**src/rtl/forward_dispatcher_pkg.sv**
```systemverilog
// Shared definitions for the forward dispatcher.
// mem_pkg carries the buffer-memory geometry; fwd_pkg carries the FSM
// state enum, forwarding class, port mask type and width helpers.
package mem_pkg;
    localparam int unsigned ADDR_W = 12;
endpackage

package fwd_pkg;
    localparam int unsigned ADDR_W    = mem_pkg::ADDR_W;
    localparam int unsigned MAX_PORTS = 16;

    typedef logic [MAX_PORTS-1:0] port_mask_t;

    typedef enum logic [1:0] {
        S_IDLE     = 2'd0,
        S_LOOKUP   = 2'd1,
        S_DISPATCH = 2'd2
    } fwd_state_e;

    // How a frame is forwarded once its destination is resolved.
    typedef enum logic [1:0] {
        CLS_FLOOD   = 2'd0,
        CLS_UNICAST = 2'd1,
        CLS_SELF    = 2'd2
    } fwd_class_e;

    function automatic int unsigned port_w(input int unsigned n);
        return $clog2(n);
    endfunction

    function automatic int unsigned cnt_w(input int unsigned n);
        return $clog2(n + 1);
    endfunction

    function automatic logic [4:0] popcount(input port_mask_t m);
        logic [4:0] c;
        c = '0;
        for (int unsigned i = 0; i < MAX_PORTS; i++) begin
            c = c + 5'(m[i]);
        end
        return c;
    endfunction
endpackage

```
**src/rtl/forward_dispatcher_if.sv**
```systemverilog
// Frame descriptor handshake between the ingress side and the dispatcher.
interface forward_dispatcher_if #(
    parameter int unsigned NUM_PORTS = 4
);
    import fwd_pkg::*;
    localparam int unsigned PORT_W = port_w(NUM_PORTS);

    logic              in_valid_i;
    logic              in_ready_o;
    logic [ADDR_W-1:0] start_ptr_i;
    logic [47:0]       dest_addr_i;
    logic [47:0]       src_addr_i;
    logic [PORT_W-1:0] src_port_i;

    modport master (
        output in_valid_i, start_ptr_i, dest_addr_i, src_addr_i, src_port_i,
        input  in_ready_o
    );

    modport slave (
        input  in_valid_i, start_ptr_i, dest_addr_i, src_addr_i, src_port_i,
        output in_ready_o
    );
endinterface

```
**src/rtl/forward_dispatcher_port_mask_gen.sv**
```systemverilog
// Egress port mask and its population count for a given forwarding class.
module port_mask_gen
    import fwd_pkg::*;
#(
    parameter  int unsigned NUM_PORTS = 4,
    localparam int unsigned PORT_W    = port_w(NUM_PORTS),
    localparam int unsigned CNT_W     = cnt_w(NUM_PORTS)
) (
    input  fwd_class_e           cls_i,
    input  logic [PORT_W-1:0]    hit_port_i,
    input  logic [PORT_W-1:0]    src_port_i,
    output logic [NUM_PORTS-1:0] mask_o,
    output logic [CNT_W-1:0]     count_o
);
    // Flood excludes the ingress port; a self hit forwards nowhere.
    always_comb begin
        mask_o = '0;
        case (cls_i)
            CLS_FLOOD: begin
                mask_o             = '1;
                mask_o[src_port_i] = 1'b0;
            end
            CLS_UNICAST: mask_o[hit_port_i] = 1'b1;
            default:     mask_o = '0;
        endcase
        count_o = CNT_W'(popcount(port_mask_t'(mask_o)));
    end
endmodule

```
**src/rtl/forward_dispatcher.sv**
```systemverilog
// Forward dispatcher: resolves a frame's egress ports (group flood, table
// lookup with timeout, self-hit drop) and enqueues it on each egress port.
// Optional statistics counters are enabled with the FWD_STATS_EN macro.
module forward_dispatcher
    import fwd_pkg::*;
#(
    parameter  int unsigned NUM_PORTS      = 4,
    parameter  int unsigned LOOKUP_TIMEOUT = 15,
    localparam int unsigned PORT_W         = port_w(NUM_PORTS),
    localparam int unsigned CNT_W          = cnt_w(NUM_PORTS)
) (
    input  logic                              clk,
    input  logic                              rst,
    forward_dispatcher_if.slave               in_if,
    output logic                              lookup_req_o,
    output logic [47:0]                       lookup_addr_o,
    input  logic                              lookup_valid_i,
    input  logic                              lookup_hit_i,
    input  logic [PORT_W-1:0]                 lookup_port_i,
    output logic                              learn_en_o,
    output logic [47:0]                       learn_addr_o,
    output logic [PORT_W-1:0]                 learn_port_o,
    output logic [NUM_PORTS-1:0]              write_reqs_o,
    input  logic [NUM_PORTS-1:0]              write_acks_i,
    output logic [NUM_PORTS-1:0][ADDR_W-1:0]  start_ptrs_o,
    output logic [CNT_W-1:0]                  refcount_o,
    output logic                              refcount_valid_o,
`ifdef FWD_STATS_EN
    output logic [31:0]                       stat_unicast_o,
    output logic [31:0]                       stat_flood_o,
    output logic [31:0]                       stat_drop_o,
`endif
    output logic                              drop_o
);
    localparam int unsigned TMO_W = $clog2(LOOKUP_TIMEOUT + 1);

    fwd_state_e            state_q, state_d;
    logic [ADDR_W-1:0]     ptr_q, ptr_d;
    logic [47:0]           dest_q, dest_d;
    logic [47:0]           src_q, src_d;
    logic [PORT_W-1:0]     sport_q, sport_d;
    logic [TMO_W-1:0]      timer_q, timer_d;
    logic [NUM_PORTS-1:0]  pend_q, pend_d;
    logic [CNT_W-1:0]      cnt_q, cnt_d;
    logic                  learn_q, learn_d;
    logic                  rcv_q, rcv_d;
    logic                  drop_q, drop_d;
`ifdef FWD_STATS_EN
    logic [31:0]           st_uni_q, st_uni_d;
    logic [31:0]           st_fld_q, st_fld_d;
    logic [31:0]           st_drp_q, st_drp_d;
`endif

    fwd_class_e            mg_cls;
    logic [PORT_W-1:0]     mg_sport;
    logic [NUM_PORTS-1:0]  mg_mask;
    logic [CNT_W-1:0]      mg_count;

    port_mask_gen #(.NUM_PORTS(NUM_PORTS)) u_mask (
        .cls_i      (mg_cls),
        .hit_port_i (lookup_port_i),
        .src_port_i (mg_sport),
        .mask_o     (mg_mask),
        .count_o    (mg_count)
    );

    // Classify the frame: group addresses arrive in IDLE, lookup results in LOOKUP.
    always_comb begin
        mg_cls   = CLS_FLOOD;
        mg_sport = in_if.src_port_i;
        if (state_q == S_LOOKUP) begin
            mg_sport = sport_q;
            if (lookup_valid_i && lookup_hit_i) begin
                if (lookup_port_i == sport_q)
                    mg_cls = CLS_SELF;
                else if ({1'b0, lookup_port_i} < (PORT_W + 1)'(NUM_PORTS))
                    mg_cls = CLS_UNICAST;
            end
        end
    end

    // State and datapath registers.
    always_ff @(posedge clk) begin
        if (rst) begin
            state_q  <= S_IDLE;
            ptr_q    <= '0;
            dest_q   <= '0;
            src_q    <= '0;
            sport_q  <= '0;
            timer_q  <= '0;
            pend_q   <= '0;
            cnt_q    <= '0;
            learn_q  <= 1'b0;
            rcv_q    <= 1'b0;
            drop_q   <= 1'b0;
`ifdef FWD_STATS_EN
            st_uni_q <= '0;
            st_fld_q <= '0;
            st_drp_q <= '0;
`endif
        end else begin
            state_q  <= state_d;
            ptr_q    <= ptr_d;
            dest_q   <= dest_d;
            src_q    <= src_d;
            sport_q  <= sport_d;
            timer_q  <= timer_d;
            pend_q   <= pend_d;
            cnt_q    <= cnt_d;
            learn_q  <= learn_d;
            rcv_q    <= rcv_d;
            drop_q   <= drop_d;
`ifdef FWD_STATS_EN
            st_uni_q <= st_uni_d;
            st_fld_q <= st_fld_d;
            st_drp_q <= st_drp_d;
`endif
        end
    end

    // Next-state and register-update logic.
    always_comb begin
        logic inc_uni, inc_fld, inc_drp;
        state_d = state_q;
        ptr_d   = ptr_q;
        dest_d  = dest_q;
        src_d   = src_q;
        sport_d = sport_q;
        timer_d = timer_q;
        pend_d  = pend_q;
        cnt_d   = cnt_q;
        learn_d = 1'b0;
        rcv_d   = 1'b0;
        drop_d  = 1'b0;
        inc_uni = 1'b0;
        inc_fld = 1'b0;
        inc_drp = 1'b0;
        case (state_q)
            S_IDLE: begin
                if (in_if.in_valid_i) begin
                    ptr_d   = in_if.start_ptr_i;
                    dest_d  = in_if.dest_addr_i;
                    src_d   = in_if.src_addr_i;
                    sport_d = in_if.src_port_i;
                    timer_d = '0;
                    learn_d = 1'b1;
                    if (in_if.dest_addr_i[40]) begin
                        state_d = S_DISPATCH;
                        pend_d  = mg_mask;
                        cnt_d   = mg_count;
                        rcv_d   = 1'b1;
                        inc_fld = 1'b1;
                    end else begin
                        state_d = S_LOOKUP;
                    end
                end
            end
            S_LOOKUP: begin
                // A response in the final timeout cycle still takes precedence.
                if (lookup_valid_i || timer_q == TMO_W'(LOOKUP_TIMEOUT - 1)) begin
                    rcv_d = 1'b1;
                    if (mg_cls == CLS_SELF) begin
                        state_d = S_IDLE;
                        cnt_d   = '0;
                        drop_d  = 1'b1;
                        inc_drp = 1'b1;
                    end else begin
                        state_d = S_DISPATCH;
                        pend_d  = mg_mask;
                        cnt_d   = mg_count;
                        inc_uni = (mg_cls == CLS_UNICAST);
                        inc_fld = (mg_cls == CLS_FLOOD);
                    end
                end else begin
                    timer_d = timer_q + TMO_W'(1);
                end
            end
            S_DISPATCH: begin
                pend_d = pend_q & ~write_acks_i;
                if (pend_d == '0)
                    state_d = S_IDLE;
            end
            default: state_d = S_IDLE;
        endcase
`ifdef FWD_STATS_EN
        st_uni_d = (inc_uni && st_uni_q != '1) ? st_uni_q + 32'd1 : st_uni_q;
        st_fld_d = (inc_fld && st_fld_q != '1) ? st_fld_q + 32'd1 : st_fld_q;
        st_drp_d = (inc_drp && st_drp_q != '1) ? st_drp_q + 32'd1 : st_drp_q;
`else
        if (inc_uni || inc_fld || inc_drp) begin
            drop_d = drop_d;
        end
`endif
    end

    // Output decode from registered state.
    always_comb begin
        in_if.in_ready_o = (state_q == S_IDLE);
        lookup_req_o     = (state_q == S_LOOKUP);
        lookup_addr_o    = dest_q;
        learn_en_o       = learn_q;
        learn_addr_o     = src_q;
        learn_port_o     = sport_q;
        write_reqs_o     = (state_q == S_DISPATCH) ? pend_q : '0;
        for (int unsigned i = 0; i < NUM_PORTS; i++) begin
            start_ptrs_o[i] = write_reqs_o[i] ? ptr_q : '0;
        end
        refcount_o       = cnt_q;
        refcount_valid_o = rcv_q;
        drop_o           = drop_q;
`ifdef FWD_STATS_EN
        stat_unicast_o   = st_uni_q;
        stat_flood_o     = st_fld_q;
        stat_drop_o      = st_drp_q;
`endif
    end
endmodule

```
**src/flat_wrapper.sv**
```systemverilog
// flat-port wrapper written by rule: the top's interface ports become plain ports
module forward_dispatcher_flat import fwd_pkg::*;
#(
    parameter  int unsigned NUM_PORTS      = 4,
    parameter  int unsigned LOOKUP_TIMEOUT = 15,
    localparam int unsigned PORT_W         = port_w(NUM_PORTS),
    localparam int unsigned CNT_W          = cnt_w(NUM_PORTS)
)
  (clk, rst, lookup_req_o, lookup_addr_o, lookup_valid_i, lookup_hit_i, lookup_port_i, learn_en_o, learn_addr_o, learn_port_o, write_reqs_o, write_acks_i, start_ptrs_o, refcount_o, refcount_valid_o, drop_o, in_if_in_valid_i, in_if_start_ptr_i, in_if_dest_addr_i, in_if_src_addr_i, in_if_src_port_i, in_if_in_ready_o);
  forward_dispatcher_if #(.NUM_PORTS(NUM_PORTS)) in_if_i ();
  input  logic clk;
  input  logic rst;
  output logic lookup_req_o;
  output logic [47:0] lookup_addr_o;
  input  logic lookup_valid_i;
  input  logic lookup_hit_i;
  input  logic [PORT_W-1:0] lookup_port_i;
  output logic learn_en_o;
  output logic [47:0] learn_addr_o;
  output logic [PORT_W-1:0] learn_port_o;
  output logic [NUM_PORTS-1:0] write_reqs_o;
  input  logic [NUM_PORTS-1:0] write_acks_i;
  output logic [NUM_PORTS-1:0][ADDR_W-1:0] start_ptrs_o;
  output logic [CNT_W-1:0] refcount_o;
  output logic refcount_valid_o;
  output logic drop_o;
  input wire logic [$bits(in_if_i.in_valid_i)-1:0] in_if_in_valid_i;
  input wire logic [$bits(in_if_i.start_ptr_i)-1:0] in_if_start_ptr_i;
  input wire logic [$bits(in_if_i.dest_addr_i)-1:0] in_if_dest_addr_i;
  input wire logic [$bits(in_if_i.src_addr_i)-1:0] in_if_src_addr_i;
  input wire logic [$bits(in_if_i.src_port_i)-1:0] in_if_src_port_i;
  output wire logic [$bits(in_if_i.in_ready_o)-1:0] in_if_in_ready_o;
  assign in_if_i.in_valid_i = in_if_in_valid_i;
  assign in_if_i.start_ptr_i = in_if_start_ptr_i;
  assign in_if_i.dest_addr_i = in_if_dest_addr_i;
  assign in_if_i.src_addr_i = in_if_src_addr_i;
  assign in_if_i.src_port_i = in_if_src_port_i;
  assign in_if_in_ready_o = in_if_i.in_ready_o;
  forward_dispatcher #(.NUM_PORTS(NUM_PORTS), .LOOKUP_TIMEOUT(LOOKUP_TIMEOUT)) u_core (.clk(clk), .rst(rst), .in_if(in_if_i), .lookup_req_o(lookup_req_o), .lookup_addr_o(lookup_addr_o), .lookup_valid_i(lookup_valid_i), .lookup_hit_i(lookup_hit_i), .lookup_port_i(lookup_port_i), .learn_en_o(learn_en_o), .learn_addr_o(learn_addr_o), .learn_port_o(learn_port_o), .write_reqs_o(write_reqs_o), .write_acks_i(write_acks_i), .start_ptrs_o(start_ptrs_o), .refcount_o(refcount_o), .refcount_valid_o(refcount_valid_o), .drop_o(drop_o));
endmodule
```
**config.mk**
```make
export PLATFORM = sky130hd
export DESIGN_NAME = forward_dispatcher_flat
export DESIGN_NICKNAME = d
export VERILOG_FILES = /design/src/rtl/forward_dispatcher_pkg.sv /design/src/rtl/forward_dispatcher_if.sv /design/src/rtl/forward_dispatcher_port_mask_gen.sv /design/src/rtl/forward_dispatcher.sv /design/src/flat_wrapper.sv
export SDC_FILE = /design/constraint.sdc
export NUM_CORES = 1
export LEC_CHECK = 0
export ABC_AREA = 1
export CAP_MARGIN = 20
export CORE_AREA = 2 2 109 111
export CTS_BUF_LIST = sky130_fd_sc_hd__clkbuf_4
export CTS_CLUSTER_DIAMETER = 40
export DETAILED_ROUTE_END_ITERATION = 10
export DIE_AREA = 0 0 111 113
export DONT_BUFFER_PORTS = 1
export SLEW_MARGIN = 20
export SYNTH_ARGS = -nofsm -noshare
export SYNTH_HDL_FRONTEND = slang
export SYNTH_HIERARCHICAL = 1
export SYNTH_SLANG_ARGS = --single-unit
```
**constraint.sdc**
```tcl
create_clock -name clk -period 5.7 [get_ports clk]
set_input_delay 1.71 -clock clk [delete_from_list [all_inputs] [get_ports clk]]
set_output_delay 1.71 -clock clk [all_outputs]
set_load 0.02 [all_outputs]
```
==> metrics.yaml, run 1 <==
sta:
  final_max_slew_viol_count: 0
  finalSetupTns_ns: 0
  final_hold_viol_count: 0
  fmax_ghz: 0.242
  skew_ns: 0.0105
  slew_headroom_pct: 38.9
  layout_min_cycle_time_ns: 4.12
  rsz0062_at_grt: "no"
  tightest_slew_ns: 0.916
  setup_violations: 0
  period_share_pct: 72.4
critical_path:
  start_kind: "register"
  reg2reg_depth: 13
  criticalPathCategory: "register to output port"
  reg2reg_slack_ns: 2.94
  slowest_stage: "nor2_1"
  reg2reg_to: "u_core/refcount_o[1]"
  cp_cell_sequence: "inv_1, nor2_1, nand2_1, nor2_1"
  critPathArrivalTime_ns: 2.41
  end_kind: "output port"
  required_ns: 3.99
  worst-path-max-fanout: 13
  r2r_start: "u_core/state_q[0]"
  cp_common_cell: "nor2_1"
  slowest_delay_ns: 0.47
yosys:
  synth_cell_types: 24
  yosysMostFrequentCell: "dfxtp_1"
  synth-seq-area-share_pct: 53.4
  syn_inst: 522
  yosys-top-cells-area: "dfxtp_1 (53%), a22o_1 (18%), nor2_1 (6.9%)"
  synth_area_per_cell_sq_um: 9.05
  async_flop_share_pct: 0
  syn_area_sq_um: 4720
  synth-main-ff-cell: "dfxtp_1"
  synth_top_area_share_pct: 53.4
  synth_edf_count: 0
  synth_seq_cells: 126
  ys_top_cells_by_count: "dfxtp_1 (126), a22o_1 (95), nor2_1 (87)"
  syn_nets: 648
  yosys_warnings: 6
  synth.largest_area_cell: "dfxtp_1"
place:
  place_inst: 638
  portBuffers: 0
  place.gp.congestion: 0.820
  hpwl_microns: 8350
global_route:
  gr-total-overflow: 0
  grt_use_total_pct: 17.3
  grt_pass1_vias: 3437
  grt_start_max_net_pins: 79
  antenna_found_initial: 1
  grt_pass1_wl_microns: 17500
run_status:
  status: "completed"
finish:
  syn_to_final_growth_pct: 5.96
  final_util_pct: 44.4
  layoutNonFillerInstCount: 671
  drive_gt1_share_pct: 8.16
  nets: 640
clock_network:
  cts.hold.buffers_added: 0
  clockRootBuffer: "clkbuf_4"
  h-tree-depth: 4
  clkSinkCount: 126
  cts_buffers: 17
  cts_tree: "done"
  post_cts_resized: 0
  clk_latency_ns: 0.51
  clockBufferDepth: 2
  cts_setup_buffers: 0
  clk_pin_slew_ns: 0.10
detailed_routing:
  drc: 0
  ant_nets: 0
  drt_iter0_markers: 258
  viasPerCell: 5.40
  post_drt_wl_per_cell_microns: 16.8
  num_vias: 3624
  firstDrtPassIters: 4
  routed_wl_microns: 11300
floorplanning:
  coreArea_sq_um: 11300
  dieArea_sq_um: 12500
  die_y_microns: 113
  die_x_microns: 111
  num_io_pins: 279
  fp-row-count: 39
  initial_core_util_pct: 41.9
hold_path:
  min_path_cells: 2
  hold_end: "u_core/pend_q[3]"
  min-delay-path-class: "register to register"
  min_from: "u_core/pend_q[3]"
job:
  drv_cap: 0
pwr:
  p_leak_nw: 2.10
  max-vdd-ir-drop_mv: 0.250
  powerDensity_nw_per_um2: 442
  power_mw: 2.21
[layout make-up]
class | count | area (sq um)
diodes | 1 | 2.50
clock buffers | 20 | 150
clock inverters | 12 | 120
fillers | 1112 | 6270
inverters | 49 | 188
multi-input cells | 318 | 1830
flip-flops and latches | 126 | 2520
well taps | 143 | 179
repair buffers | 2 | 15.0
[layer usage]
layer | routed length, microns | GRT usage [%] | up-vias
li1 | - | - | 1750
met1 | 4470 | 19.9 | 1691
met2 | 5680 | 28.7 | 166
met3 | 924 | 6.70 | 17
met4 | 225 | 8.00 | 0
met5 | 0 | 0 | -
[critical path, delay by kind of cell, from the launching register on]
family	cells	cell delay, ns
DFF	1	0.44
buffers and inverters	1	0.09
and+or+nand+nor	3	1.38
[registers in the layout, summed over array words and instances (netlist names), 2 cells and up]
signal / flops
u_core/ptr_q: 12
u_core/learn_addr_o: 48
u_core/pend_q: 4
u_core/timer_q: 4
u_core/lookup_addr_o: 48
u_core/refcount_o: 3
u_core/learn_port_o: 2
u_core/state_q: 2
[power by group]
group / internal (mW) / leakage [nW] / switching [mW]
registers: 1.01 / 1.03 / 0.218
clock network: 0.270 / 0.146 / 0.307
logic: 0.143 / 0.915 / 0.264
total: 1.43 / 2.10 / 0.789
[how the worst max path moves through the flow]
stage | startpoint | cells past startpoint | endpoint | slack, ns
global placement | lookup_valid_i | 13 | u_core/refcount_o[1] | 1.96
floorplan | lookup_valid_i | 13 | u_core/refcount_o[1] | 2.05
detailed placement | lookup_valid_i | 13 | u_core/refcount_o[1] | 1.88
global route | u_core/state_q[1] | 4 | start_ptrs_o[25] | 1.26
CTS | u_core/state_q[1] | 4 | start_ptrs_o[25] | 1.51
finish | u_core/state_q[1] | 4 | start_ptrs_o[0] | 1.58
[metrics by stage]
| step | cell area (sq um) | hold slack, ns | worst slack (ns) |
|---|---|---|---|
| final | 5010 | 0.507 | 1.58 |
| after detailed placement | 4730 | 0.494 | 1.88 |
| after global placement | 4730 | 0.489 | 1.96 |
| after CTS | 5000 | 0.507 | 1.51 |
| after floorplan | 4720 | 0.473 | 2.05 |
| after global routing | 5010 | 0.536 | 1.26 |
[cells in the final DEF, fill, tap and decap left out, drive strengths merged]
cell type / synthesis / final
a21oi: 9 / 9
a22o: 95 / 95
buf: 24 / 2
bufinv: 0 / 2
clkbuf: 5 / 20
clkinv: 0 / 7
clkinvlp: 0 / 3
dfxtp: 126 / 126
diode: 0 / 1
fa: 1 / 1
ha: 4 / 4
inv: 49 / 49
nand2: 76 / 76
nand3: 9 / 9
nand4: 4 / 4
nor2: 90 / 90
o21ai: 29 / 29
or2: 1 / 1
[cells by family after synthesis]
group	synth area share, %
buf+inv	8.00
fa+ha+maj	1.48
flops	53.4
simple gates	15.5
compound gates	21.6
No activity file was read; power rests on OpenSTA's default activity.
==> run 2: changes to the inputs <==
Settings changed: CORE_AREA 2 2 109 111 to 2 2 108 110, DIE_AREA 0 0 111 113 to 0 0 110 112.
Clock period 5.7 ns to 3.9 ns, I/O delays scaled along.
==> run 2 against run 1 <==
Net effect: final cell count grew 0.15%; first-iteration DRC count down 22%; core utilization grew 0.41 points; worst hold slack better by 0.0090 ns; largest cell class unchanged; highest routed layer unchanged.
==> metrics.yaml, run 2 (synthesis gave the netlist of run 1 again) <==
critical_path:
  start_kind: "register"
  required_ns: 2.73
  critPathArrivalTime_ns: 2.37
  reg2reg_to: "u_core/refcount_o[1]"
  critPathLaunch: "u_core/state_q[1]"
  r2r_start: "u_core/state_q[0]"
  criticalPathCategory: "register to output port"
  crit_end: "start_ptrs_o[7]"
  reg2reg_slack_ns: 1.13
  worst-path-max-fanout: 13
  reg2reg_depth: 11
  end_kind: "output port"
clock_network:
  clk_latency_ns: 0.52
  cts.hold.buffers_added: 0
  cts_tree: "done"
  clk_pin_slew_ns: 0.09
  clkSinkCount: 126
  post_cts_resized: 0
  h-tree-depth: 4
  clockRootBuffer: "clkbuf_4"
  clockBufferDepth: 2
  cts_buffers: 17
  cts_setup_buffers: 0
floorplanning:
  dieArea_sq_um: 12300
  fp-row-count: 39
  num_io_pins: 279
  initial_core_util_pct: 42.3
  die_y_microns: 112
  coreArea_sq_um: 11200
  die_x_microns: 110
sta:
  whs_ns: 0.516
  final_max_slew_viol_count: 0
  rsz0062_at_grt: "no"
  period_share_pct: 90.7
  tightest_slew_ns: 0.751
  slew_headroom_pct: 49.9
  fmax_ghz: 0.283
  final_hold_viol_count: 0
  setup_violations: 0
  skew_ns: 0.0251
  finalSetupTns_ns: 0
  layout_min_cycle_time_ns: 3.54
global_route:
  grt_start_max_net_pins: 98
  grt_pass1_vias: 3280
  antenna_found_initial: 1
  gr-total-overflow: 0
  grt_pass1_wl_microns: 16200
  grt_use_total_pct: 16.9
detailed_routing:
  post_drt_wl_per_cell_microns: 16.5
  ant_nets: 0
  drt_iter0_markers: 201
  num_vias: 3549
  viasPerCell: 5.28
  firstDrtPassIters: 4
  drc: 0
  routed_wl_microns: 11100
pwr:
  p_leak_nw: 2.09
  powerDensity_nw_per_um2: 637
  max-vdd-ir-drop_mv: 0.385
place:
  place.gp.congestion: 0.828
  dpl_cell_area_sq_um: 4750
  hpwl_microns: 8060
  portBuffers: 0
job:
  drv_cap: 0
finish:
  final_cell_area_sq_um: 5010
  nets: 641
  layout_common_cells: "dfxtp_1 (126), a22o_1 (95), nor2_1 (87)"
  fillers: 1107
  syn_to_final_growth_pct: 6.01
  multiInputGateArea_sq_um: 1830
  final_common_cell: "dfxtp_1"
  seq_area_sq_um: 2520
  drive_gt1_share_pct: 7.95
run_status:
  status: "completed"
hold_path:
  min_path_cells: 2
  min-delay-path-class: "register to register"
[run 2: per-stage QoR]
step	power (mW)	util, %	setup slack, ns	cells
2_1_floorplan	2.31	-	0.789	522
3_3_place_gp	2.41	42.5	0.704	639
3_5_place_dp	2.43	42.5	0.629	639
4_1_cts	3.24	44.8	0.290	671
5_1_grt	3.40	44.8	0.0467	672
6_report	3.19	44.8	0.365	672
[run 2: per-layer routing]
| layer | vias up | track usage [%] | part of all wire [%] | wire [microns] |
|---|---|---|---|---|
| li1 | 1752 | - | - | - |
| met1 | 1629 | 18.7 | 40 | 4370 |
| met2 | 157 | 29.1 | 51 | 5590 |
| met3 | 11 | 6.15 | 8.8 | 969 |
| met4 | 0 | 6.75 | 1.1 | 127 |
| met5 | - | 0 | 0 | 0 |
[run 2: worst min-delay path by stage]
stage / to / startpoint / slack, ns
2_1_floorplan: u_core/timer_q[3] / u_core/timer_q[3] / 0.47
3_3_place_gp: u_core/pend_q[3] / u_core/pend_q[3] / 0.49
3_5_place_dp: u_core/pend_q[3] / u_core/pend_q[3] / 0.50
4_1_cts: u_core/pend_q[3] / u_core/pend_q[3] / 0.51
5_1_grt: u_core/pend_q[0] / u_core/pend_q[0] / 0.55
6_report: u_core/pend_q[3] / u_core/pend_q[3] / 0.52
[run 2: power breakdown]
part | switching (mW) | internal (mW) | total (mW)
registers | 0.317 | 1.48 | 1.80
logic | 0.384 | 0.213 | 0.597
clock network | 0.476 | 0.321 | 0.797
[run 2: critical path, cell delays in order, from the launching register on]
cell and delay, ns:
dfxtp_1 0.44, inv_1 0.08, nor2_1 0.45, nand2_1 0.45
nor2_1 0.45
[run 2: layout make-up]
| cell class | count | area share (%) |
|---|---|---|
| flip-flops and latches | 126 | 50.4 |
| multi-input cells | 318 | 36.5 |
| inverters | 49 | 3.72 |
| well taps | 143 | 3.57 |
| clock buffers | 18 | 2.70 |
| clock inverters | 14 | 2.37 |
| repair buffers | 3 | 0.699 |
| diodes | 1 | 0.0500 |
==> run 3: changes to the inputs <==
Settings changed: HOLD_SLACK_MARGIN set to 0.1.
==> results of run 3 <==
Final layout, timing and power as in run 2 (identical DEF).
